### src/rtl/fetch_unit_pkg.sv
// Shared constants for the instruction-fetch stage: request FSM encodings,
// reset values and RV32 instruction field positions.
package fetch_unit_pkg;

  localparam int          FU_XLEN      = 32;
  localparam logic [31:0] FU_RESET_PC  = 32'h0000_0000;
  localparam logic [31:0] FU_NOP_INSTR = 32'h0000_0013;

  typedef enum logic [1:0] {
    FETCH_STATE_IDLE = 2'd0,
    FETCH_STATE_REQ  = 2'd1,
    FETCH_STATE_WAIT = 2'd2
  } fetch_state_e;

  localparam int INSTR_OPCODE_LSB   = 0;
  localparam int INSTR_OPCODE_WIDTH = 7;
  localparam int INSTR_RD_LSB       = 7;
  localparam int INSTR_REG_WIDTH    = 5;
  localparam int INSTR_FUNCT3_LSB   = 12;
  localparam int INSTR_FUNCT3_WIDTH = 3;
  localparam int INSTR_RS1_LSB      = 15;
  localparam int INSTR_RS2_LSB      = 20;
  localparam int INSTR_FUNCT7_LSB   = 25;
  localparam int INSTR_FUNCT7_WIDTH = 7;

  function automatic logic pc_aligned(input logic [1:0] lsbs);
    return (lsbs == 2'b00);
  endfunction

endpackage

### src/rtl/fetch_unit_if.sv
// Instruction-memory request/response bus between the fetch stage (master)
// and instruction memory (slave).
interface fetch_unit_if
  import fetch_unit_pkg::*;
#(
  parameter int XLEN = FU_XLEN
);
  logic            imemReqValid;
  logic            imemReqReady;
  logic [XLEN-1:0] imemAddr;
  logic            imemRespValid;
  logic [31:0]     imemRespData;

  modport master (
    output imemReqValid,
    output imemAddr,
    input  imemReqReady,
    input  imemRespValid,
    input  imemRespData
  );

  modport slave (
    input  imemReqValid,
    input  imemAddr,
    output imemReqReady,
    output imemRespValid,
    output imemRespData
  );
endinterface

### src/rtl/fetch_unit_imem_req_fsm.sv
// Request/response sequencer for instruction memory: issues one request per
// fetch, holds its address until accepted, and pulses captureEn on the response.
module imem_req_fsm
  import fetch_unit_pkg::*;
#(
  parameter int              XLEN     = FU_XLEN,
  parameter logic [XLEN-1:0] RESET_PC = FU_RESET_PC
) (
  input  logic            clk,
  input  logic            rst,
  input  logic            i_irWrite,
  input  logic [XLEN-1:0] i_pc,
  input  logic            i_reqReady,
  input  logic            i_respValid,
  output logic            o_reqValid,
  output logic [XLEN-1:0] o_imemAddr,
  output logic [XLEN-1:0] o_reqAddr,
  output logic            o_captureEn
);

  fetch_state_e    r_state;
  fetch_state_e    w_stateNext;
  logic [XLEN-1:0] r_reqAddr;

  // reqAddr is latched only when a new request leaves IDLE, so later PC
  // writes never disturb a transaction already in flight.
  always_ff @(posedge clk) begin
    if (rst) begin
      r_state   <= FETCH_STATE_IDLE;
      r_reqAddr <= RESET_PC;
    end else begin
      r_state <= w_stateNext;
      if (r_state == FETCH_STATE_IDLE && i_irWrite) begin
        r_reqAddr <= i_pc;
      end
    end
  end

  always_comb begin
    w_stateNext = r_state;
    o_reqValid  = 1'b0;
    o_imemAddr  = r_reqAddr;
    o_captureEn = 1'b0;
    unique case (r_state)
      FETCH_STATE_IDLE: begin
        o_reqValid = i_irWrite;
        o_imemAddr = i_pc;
        if (i_irWrite) begin
          w_stateNext = i_reqReady ? FETCH_STATE_WAIT : FETCH_STATE_REQ;
        end
      end
      FETCH_STATE_REQ: begin
        o_reqValid = 1'b1;
        if (i_reqReady) begin
          w_stateNext = FETCH_STATE_WAIT;
        end
      end
      FETCH_STATE_WAIT: begin
        if (i_respValid) begin
          o_captureEn = 1'b1;
          w_stateNext = FETCH_STATE_IDLE;
        end
      end
      default: w_stateNext = FETCH_STATE_IDLE;
    endcase
  end

  assign o_reqAddr = r_reqAddr;

endmodule

### src/rtl/fetch_unit.sv
// Instruction-fetch stage: PC and instruction registers, misaligned-PC fault
// flag, fetch counter, and the decoded fields of the current instruction.
module fetch_unit
  import fetch_unit_pkg::*;
#(
  parameter int              XLEN      = FU_XLEN,
  parameter logic [XLEN-1:0] RESET_PC  = FU_RESET_PC,
  parameter logic [31:0]     NOP_INSTR = FU_NOP_INSTR
) (
  input  logic                clk,
  input  logic                rst,
  input  logic                PCWrite,
  input  logic                IRWrite,
  input  logic [XLEN-1:0]     pcNext,
  output logic [XLEN-1:0]     pc,
  output logic [XLEN-1:0]     pcOfInstr,
  output logic [31:0]         instr,
  output logic [6:0]          opCode,
  output logic [4:0]          rd,
  output logic [4:0]          rs1,
  output logic [4:0]          rs2,
  output logic [2:0]          funct3,
  output logic [6:0]          funct7,
  output logic                fetchStall,
  output logic                fetchFault,
  output logic [31:0]         instrCount,
  fetch_unit_if.master        imem
);

  logic [XLEN-1:0] r_pc;
  logic [XLEN-1:0] r_pcOfInstr;
  logic [31:0]     r_instr;
  logic            r_fetchFault;
  logic [31:0]     r_instrCount;
  logic            w_captureEn;
  logic [XLEN-1:0] w_reqAddr;

  imem_req_fsm #(
    .XLEN     (XLEN),
    .RESET_PC (RESET_PC)
  ) u_req_fsm (
    .clk         (clk),
    .rst         (rst),
    .i_irWrite   (IRWrite),
    .i_pc        (r_pc),
    .i_reqReady  (imem.imemReqReady),
    .i_respValid (imem.imemRespValid),
    .o_reqValid  (imem.imemReqValid),
    .o_imemAddr  (imem.imemAddr),
    .o_reqAddr   (w_reqAddr),
    .o_captureEn (w_captureEn)
  );

  // A misaligned target leaves the PC untouched and latches a sticky fault.
  always_ff @(posedge clk) begin
    if (rst) begin
      r_pc         <= RESET_PC;
      r_fetchFault <= 1'b0;
    end else if (PCWrite) begin
      if (pc_aligned(pcNext[1:0])) begin
        r_pc <= pcNext;
      end else begin
        r_fetchFault <= 1'b1;
      end
    end
  end

  always_ff @(posedge clk) begin
    if (rst) begin
      r_instr      <= NOP_INSTR;
      r_pcOfInstr  <= RESET_PC;
      r_instrCount <= 32'd0;
    end else if (w_captureEn) begin
      r_instr      <= imem.imemRespData;
      r_pcOfInstr  <= w_reqAddr;
      r_instrCount <= r_instrCount + 32'd1;
    end
  end

  // Stall drops in the response cycle so the controller leaves FETCH on the IR load edge.
  assign fetchStall = IRWrite && !w_captureEn;

  assign pc         = r_pc;
  assign pcOfInstr  = r_pcOfInstr;
  assign instr      = r_instr;
  assign fetchFault = r_fetchFault;
  assign instrCount = r_instrCount;

  assign opCode = r_instr[INSTR_OPCODE_LSB +: INSTR_OPCODE_WIDTH];
  assign rd     = r_instr[INSTR_RD_LSB     +: INSTR_REG_WIDTH];
  assign rs1    = r_instr[INSTR_RS1_LSB    +: INSTR_REG_WIDTH];
  assign rs2    = r_instr[INSTR_RS2_LSB    +: INSTR_REG_WIDTH];
  assign funct3 = r_instr[INSTR_FUNCT3_LSB +: INSTR_FUNCT3_WIDTH];
  assign funct7 = r_instr[INSTR_FUNCT7_LSB +: INSTR_FUNCT7_WIDTH];

endmodule
### src/flat_wrapper.sv
// flat-port wrapper written by rule: the top's interface ports become plain ports
module fetch_unit_flat import fetch_unit_pkg::*;
#(
  parameter int              XLEN      = FU_XLEN,
  parameter logic [XLEN-1:0] RESET_PC  = FU_RESET_PC,
  parameter logic [31:0]     NOP_INSTR = FU_NOP_INSTR
)
  (clk, rst, PCWrite, IRWrite, pcNext, pc, pcOfInstr, instr, opCode, rd, rs1, rs2, funct3, funct7, fetchStall, fetchFault, instrCount, imem_imemReqValid, imem_imemAddr, imem_imemReqReady, imem_imemRespValid, imem_imemRespData);
  fetch_unit_if #(.XLEN(XLEN)) imem_i ();
  input  logic clk;
  input  logic rst;
  input  logic PCWrite;
  input  logic IRWrite;
  input  logic [XLEN-1:0] pcNext;
  output logic [XLEN-1:0] pc;
  output logic [XLEN-1:0] pcOfInstr;
  output logic [31:0] instr;
  output logic [6:0] opCode;
  output logic [4:0] rd;
  output logic [4:0] rs1;
  output logic [4:0] rs2;
  output logic [2:0] funct3;
  output logic [6:0] funct7;
  output logic fetchStall;
  output logic fetchFault;
  output logic [31:0] instrCount;
  output wire logic [$bits(imem_i.imemReqValid)-1:0] imem_imemReqValid;
  output wire logic [$bits(imem_i.imemAddr)-1:0] imem_imemAddr;
  input wire logic [$bits(imem_i.imemReqReady)-1:0] imem_imemReqReady;
  input wire logic [$bits(imem_i.imemRespValid)-1:0] imem_imemRespValid;
  input wire logic [$bits(imem_i.imemRespData)-1:0] imem_imemRespData;
  assign imem_imemReqValid = imem_i.imemReqValid;
  assign imem_imemAddr = imem_i.imemAddr;
  assign imem_i.imemReqReady = imem_imemReqReady;
  assign imem_i.imemRespValid = imem_imemRespValid;
  assign imem_i.imemRespData = imem_imemRespData;
  fetch_unit #(.XLEN(XLEN), .RESET_PC(RESET_PC), .NOP_INSTR(NOP_INSTR)) u_core (.clk(clk), .rst(rst), .PCWrite(PCWrite), .IRWrite(IRWrite), .pcNext(pcNext), .pc(pc), .pcOfInstr(pcOfInstr), .instr(instr), .opCode(opCode), .rd(rd), .rs1(rs1), .rs2(rs2), .funct3(funct3), .funct7(funct7), .fetchStall(fetchStall), .fetchFault(fetchFault), .instrCount(instrCount), .imem(imem_i));
endmodule
### config.mk
export PLATFORM = sky130hd
export DESIGN_NAME = fetch_unit_flat
export DESIGN_NICKNAME = d
export VERILOG_FILES = /design/src/rtl/fetch_unit_pkg.sv /design/src/rtl/fetch_unit_if.sv /design/src/rtl/fetch_unit_imem_req_fsm.sv /design/src/rtl/fetch_unit.sv /design/src/flat_wrapper.sv
export SDC_FILE = /design/constraint.sdc
export NUM_CORES = 1
export LEC_CHECK = 0
export CAP_MARGIN = 15
export CORE_MARGIN = 5
export CORE_UTILIZATION = 30
export CTS_BUF_LIST = sky130_fd_sc_hd__clkbuf_4 sky130_fd_sc_hd__clkbuf_8 sky130_fd_sc_hd__clkbuf_16
export DETAILED_ROUTE_END_ITERATION = 8
export SYNTH_ARGS = -nofsm -noshare
export SYNTH_HDL_FRONTEND = slang
export SYNTH_SLANG_ARGS = --single-unit
### constraint.sdc
create_clock -name clk -period 3.3 [get_ports clk]
set_input_delay 0.495 -clock clk [delete_from_list [all_inputs] [get_ports clk]]
set_output_delay 0.495 -clock clk [all_outputs]
set_load 0.01 [all_outputs]
==> results_dict.tcl <==
set metrics [dict create \
    setup_tns_ns 0 \
    die-area_um2 25600 \
    antenna_found_initial 0 \
    tritoncts "done" \
    setup_viol 0 \
    place_hpwl_um 14400 \
    finalCritPeriodShare_pct 85.2 \
    wl_per_cell_um 16.0 \
    p_leak_nw 3.32 \
    cp-start-kind "flip-flop" \
    ir_drop_mv 0.289 \
    fin_skew_ns 0.0119 \
    end_kind "primary output" \
    ctsHoldBuffers 0 \
    root_buffer "clkbuf_16" \
    cap_violations 0 \
    grt-ovfl-total 0 \
    max_freq_mhz 356 \
    worst_ep_required_time_ns 2.80 \
    avgViaCountPerCell 4.69 \
    clock-sinks 163 \
    antenna_left 0 \
    die_h_um 160 \
    r2r_slack_ns 1.21 \
    cp_max_fo 34 \
    hold_class "reg2reg" \
    syn_inst 826 \
    tightest_slew_ns 0.752 \
    diodes 0 \
    synth_seq_cells 163 \
    seq_area_frac_synth_pct 48.4 \
    layout_common_cells "nand2_1, clkdlybuf4s50_1, dfxtp_1" \
    cts_buffers 17 \
    slew_viol_final 0 \
    first_pass_iters 5 \
    power.density_nw_per_um2 437 \
    initial_core_util_pct 30.7 \
    clk_pin_slew_ns 0.06 \
    place_congestion 0.749 \
    first_iter_violations 206 \
    drt-total-wl_um 21100 \
    grt_max_degree 70 \
    rows 54 \
    period_minus_slack_ns 2.81 \
    core_area_um2 22000 \
    final_common_cell "nand2_1" \
    area.growth.synth_to_final_pct 46.7 \
    clock_path_buffers 2 \
    io_buffers 264 \
    rsz0062_at_grt "no" \
    insertion_delay_ns 0.42 \
    grt_first_pass_wirelength_um 32700 \
    outcome "finished clean" \
    critPathKind "reg2out" \
    num_io_pins 265 \
    ys_types 34 \
    synth_area_per_cell_um2 8.16 \
    num_vias 6203 \
    cts_resized 0 \
    cts.htree.levels 4 \
    first_global_vias 5868 \
    die-width_um 160 \
    layout-drive-gt1-share_pct 8.06 \
    hold_viol 0 \
    finalPower_mw 4.33 \
    ys_warn_count 0 \
    maxSlewHeadroom_pct 49.9 \
    cts_post_setup_buffers_inserted 0 \
    synthesis.area_um2 6740 \
    grt_use_total_pct 15.7 \
    fillers 2165 \
    worst_ep_arrival_time_ns 2.32 \
    drc 0 \
    num-nets-final 1101 \
    synth_fp_nets 897 \
]
-- routing by layer --
layer / track usage (%) / vias up / wire length [um]
met5: 0 / - / 0
met4: 3.79 / 0 / 215
met3: 6.55 / 15 / 1950
met2: 25.5 / 200 / 9580
met1: 19.6 / 2837 / 9350
li1: - / 3151 / -
-- sequential cells by signal, summed over array words and instances, names as in the netlist --
name and cells:
u_core.fetchFault 1, u_core.instr 32, u_core.instrCount 32, u_core.pc 32, u_core.pcOfInstr 32, u_core.u_req_fsm.o_reqAddr 32, u_core.u_req_fsm.r_state 2
-- kinds of logic (layout without fill, tap and decap cells) --
group,count (synthesis),in the layout,synth area share [%]
xor gates and xnor gates,10,10,1.30
muxes,37,37,6.18
buffers and inverters,93,309,7.63
DFF,163,163,48.4
adders and majority gates,1,1,0.185
and+or+nand+nor,363,363,24.1
AOI/OAI and AO/OA,159,159,12.2
-- per-stage QoR --
step                      cells  util (%)  setup slack (ns)  instance area, um^2  hold WS [ns]
after floorplan             826         -              1.46                 6740         0.443
after global placement     1291      42.5             0.810                 9330         0.439
after detailed placement   1291      42.5             0.766                 9330         0.440
after CTS                  1322      45.0             0.426                 9890         0.453
after global routing       1322      45.0             0.392                 9890         0.474
final                      1322      45.0             0.488                 9890         0.452
-- path summary, 6_finish.rpt --
path / from / endpoint / cells after the start
worst min-delay path: u_core.pcOfInstr[2]$_SDFFE_PP0P_ / u_core.pcOfInstr[2]$_SDFFE_PP0P_ / 2
worst max register to register: u_core.instrCount[6]$_SDFFE_PP0P_ / u_core.instrCount[27]$_SDFFE_PP0P_ / 4
worst max-delay path: u_core.u_req_fsm.r_state[1]$_SDFFE_PP0P_ / imem_imemAddr[1] / 4
worst min register to register: u_core.pcOfInstr[2]$_SDFFE_PP0P_ / u_core.pcOfInstr[2]$_SDFFE_PP0P_ / 2
-- final cells by class --
cell class / instances / area (um^2) / area share [%]
Sequential cell: 163 / 3260 / 33.0
Multi-Input combinational cell: 570 / 2980 / 30.1
Clock buffer: 20 / 454 / 4.59
Tap cell: 280 / 350 / 3.54
Inverter: 4 / 15.0 / 0.152
Clock inverter: 11 / 105 / 1.06
Timing Repair Buffer: 274 / 2730 / 27.6
-- critical path, cell delays in order, from the launching register on --
cell,delay [ns]
dfxtp_1,0.40
nor2_4,0.15
buf_4,0.43
mux2_2,0.40
clkdlybuf4s50_1,0.52
-- where the power goes --
part	total, mW	internal [mW]	switching (mW)
registers	2.03	2.00	0.0303
logic	0.398	0.207	0.192
clock network	1.90	1.08	0.822
total	4.33	3.28	1.04
-- synth_stat cells, drive strengths merged --
cell type | n | area, um^2
and3 | 3 | 18.8
nor2b | 4 | 25.0
xor2 | 7 | 61.3
xnor2 | 3 | 26.3
ha | 1 | 12.5
and3b | 1 | 8.76
o21ai | 6 | 30.0
nor2 | 22 | 82.6
and4b | 1 | 10.0
a21oi | 142 | 711
nor4 | 6 | 37.5
dfxtp | 163 | 3260
and2 | 5 | 31.3
nand2 | 266 | 998
inv | 4 | 15.0
buf | 55 | 372
nand4 | 12 | 90.1
nand3 | 10 | 75.1
o31ai | 11 | 82.6
clkbuf | 34 | 128
or3 | 5 | 31.3
or4 | 11 | 82.6
nand3b | 4 | 30.0
nand4b | 1 | 8.76
mux2 | 37 | 417
and4 | 7 | 61.3
nor3 | 1 | 5.00
nor3b | 4 | 30.0
No activity file was read; power rests on OpenSTA's default activity.
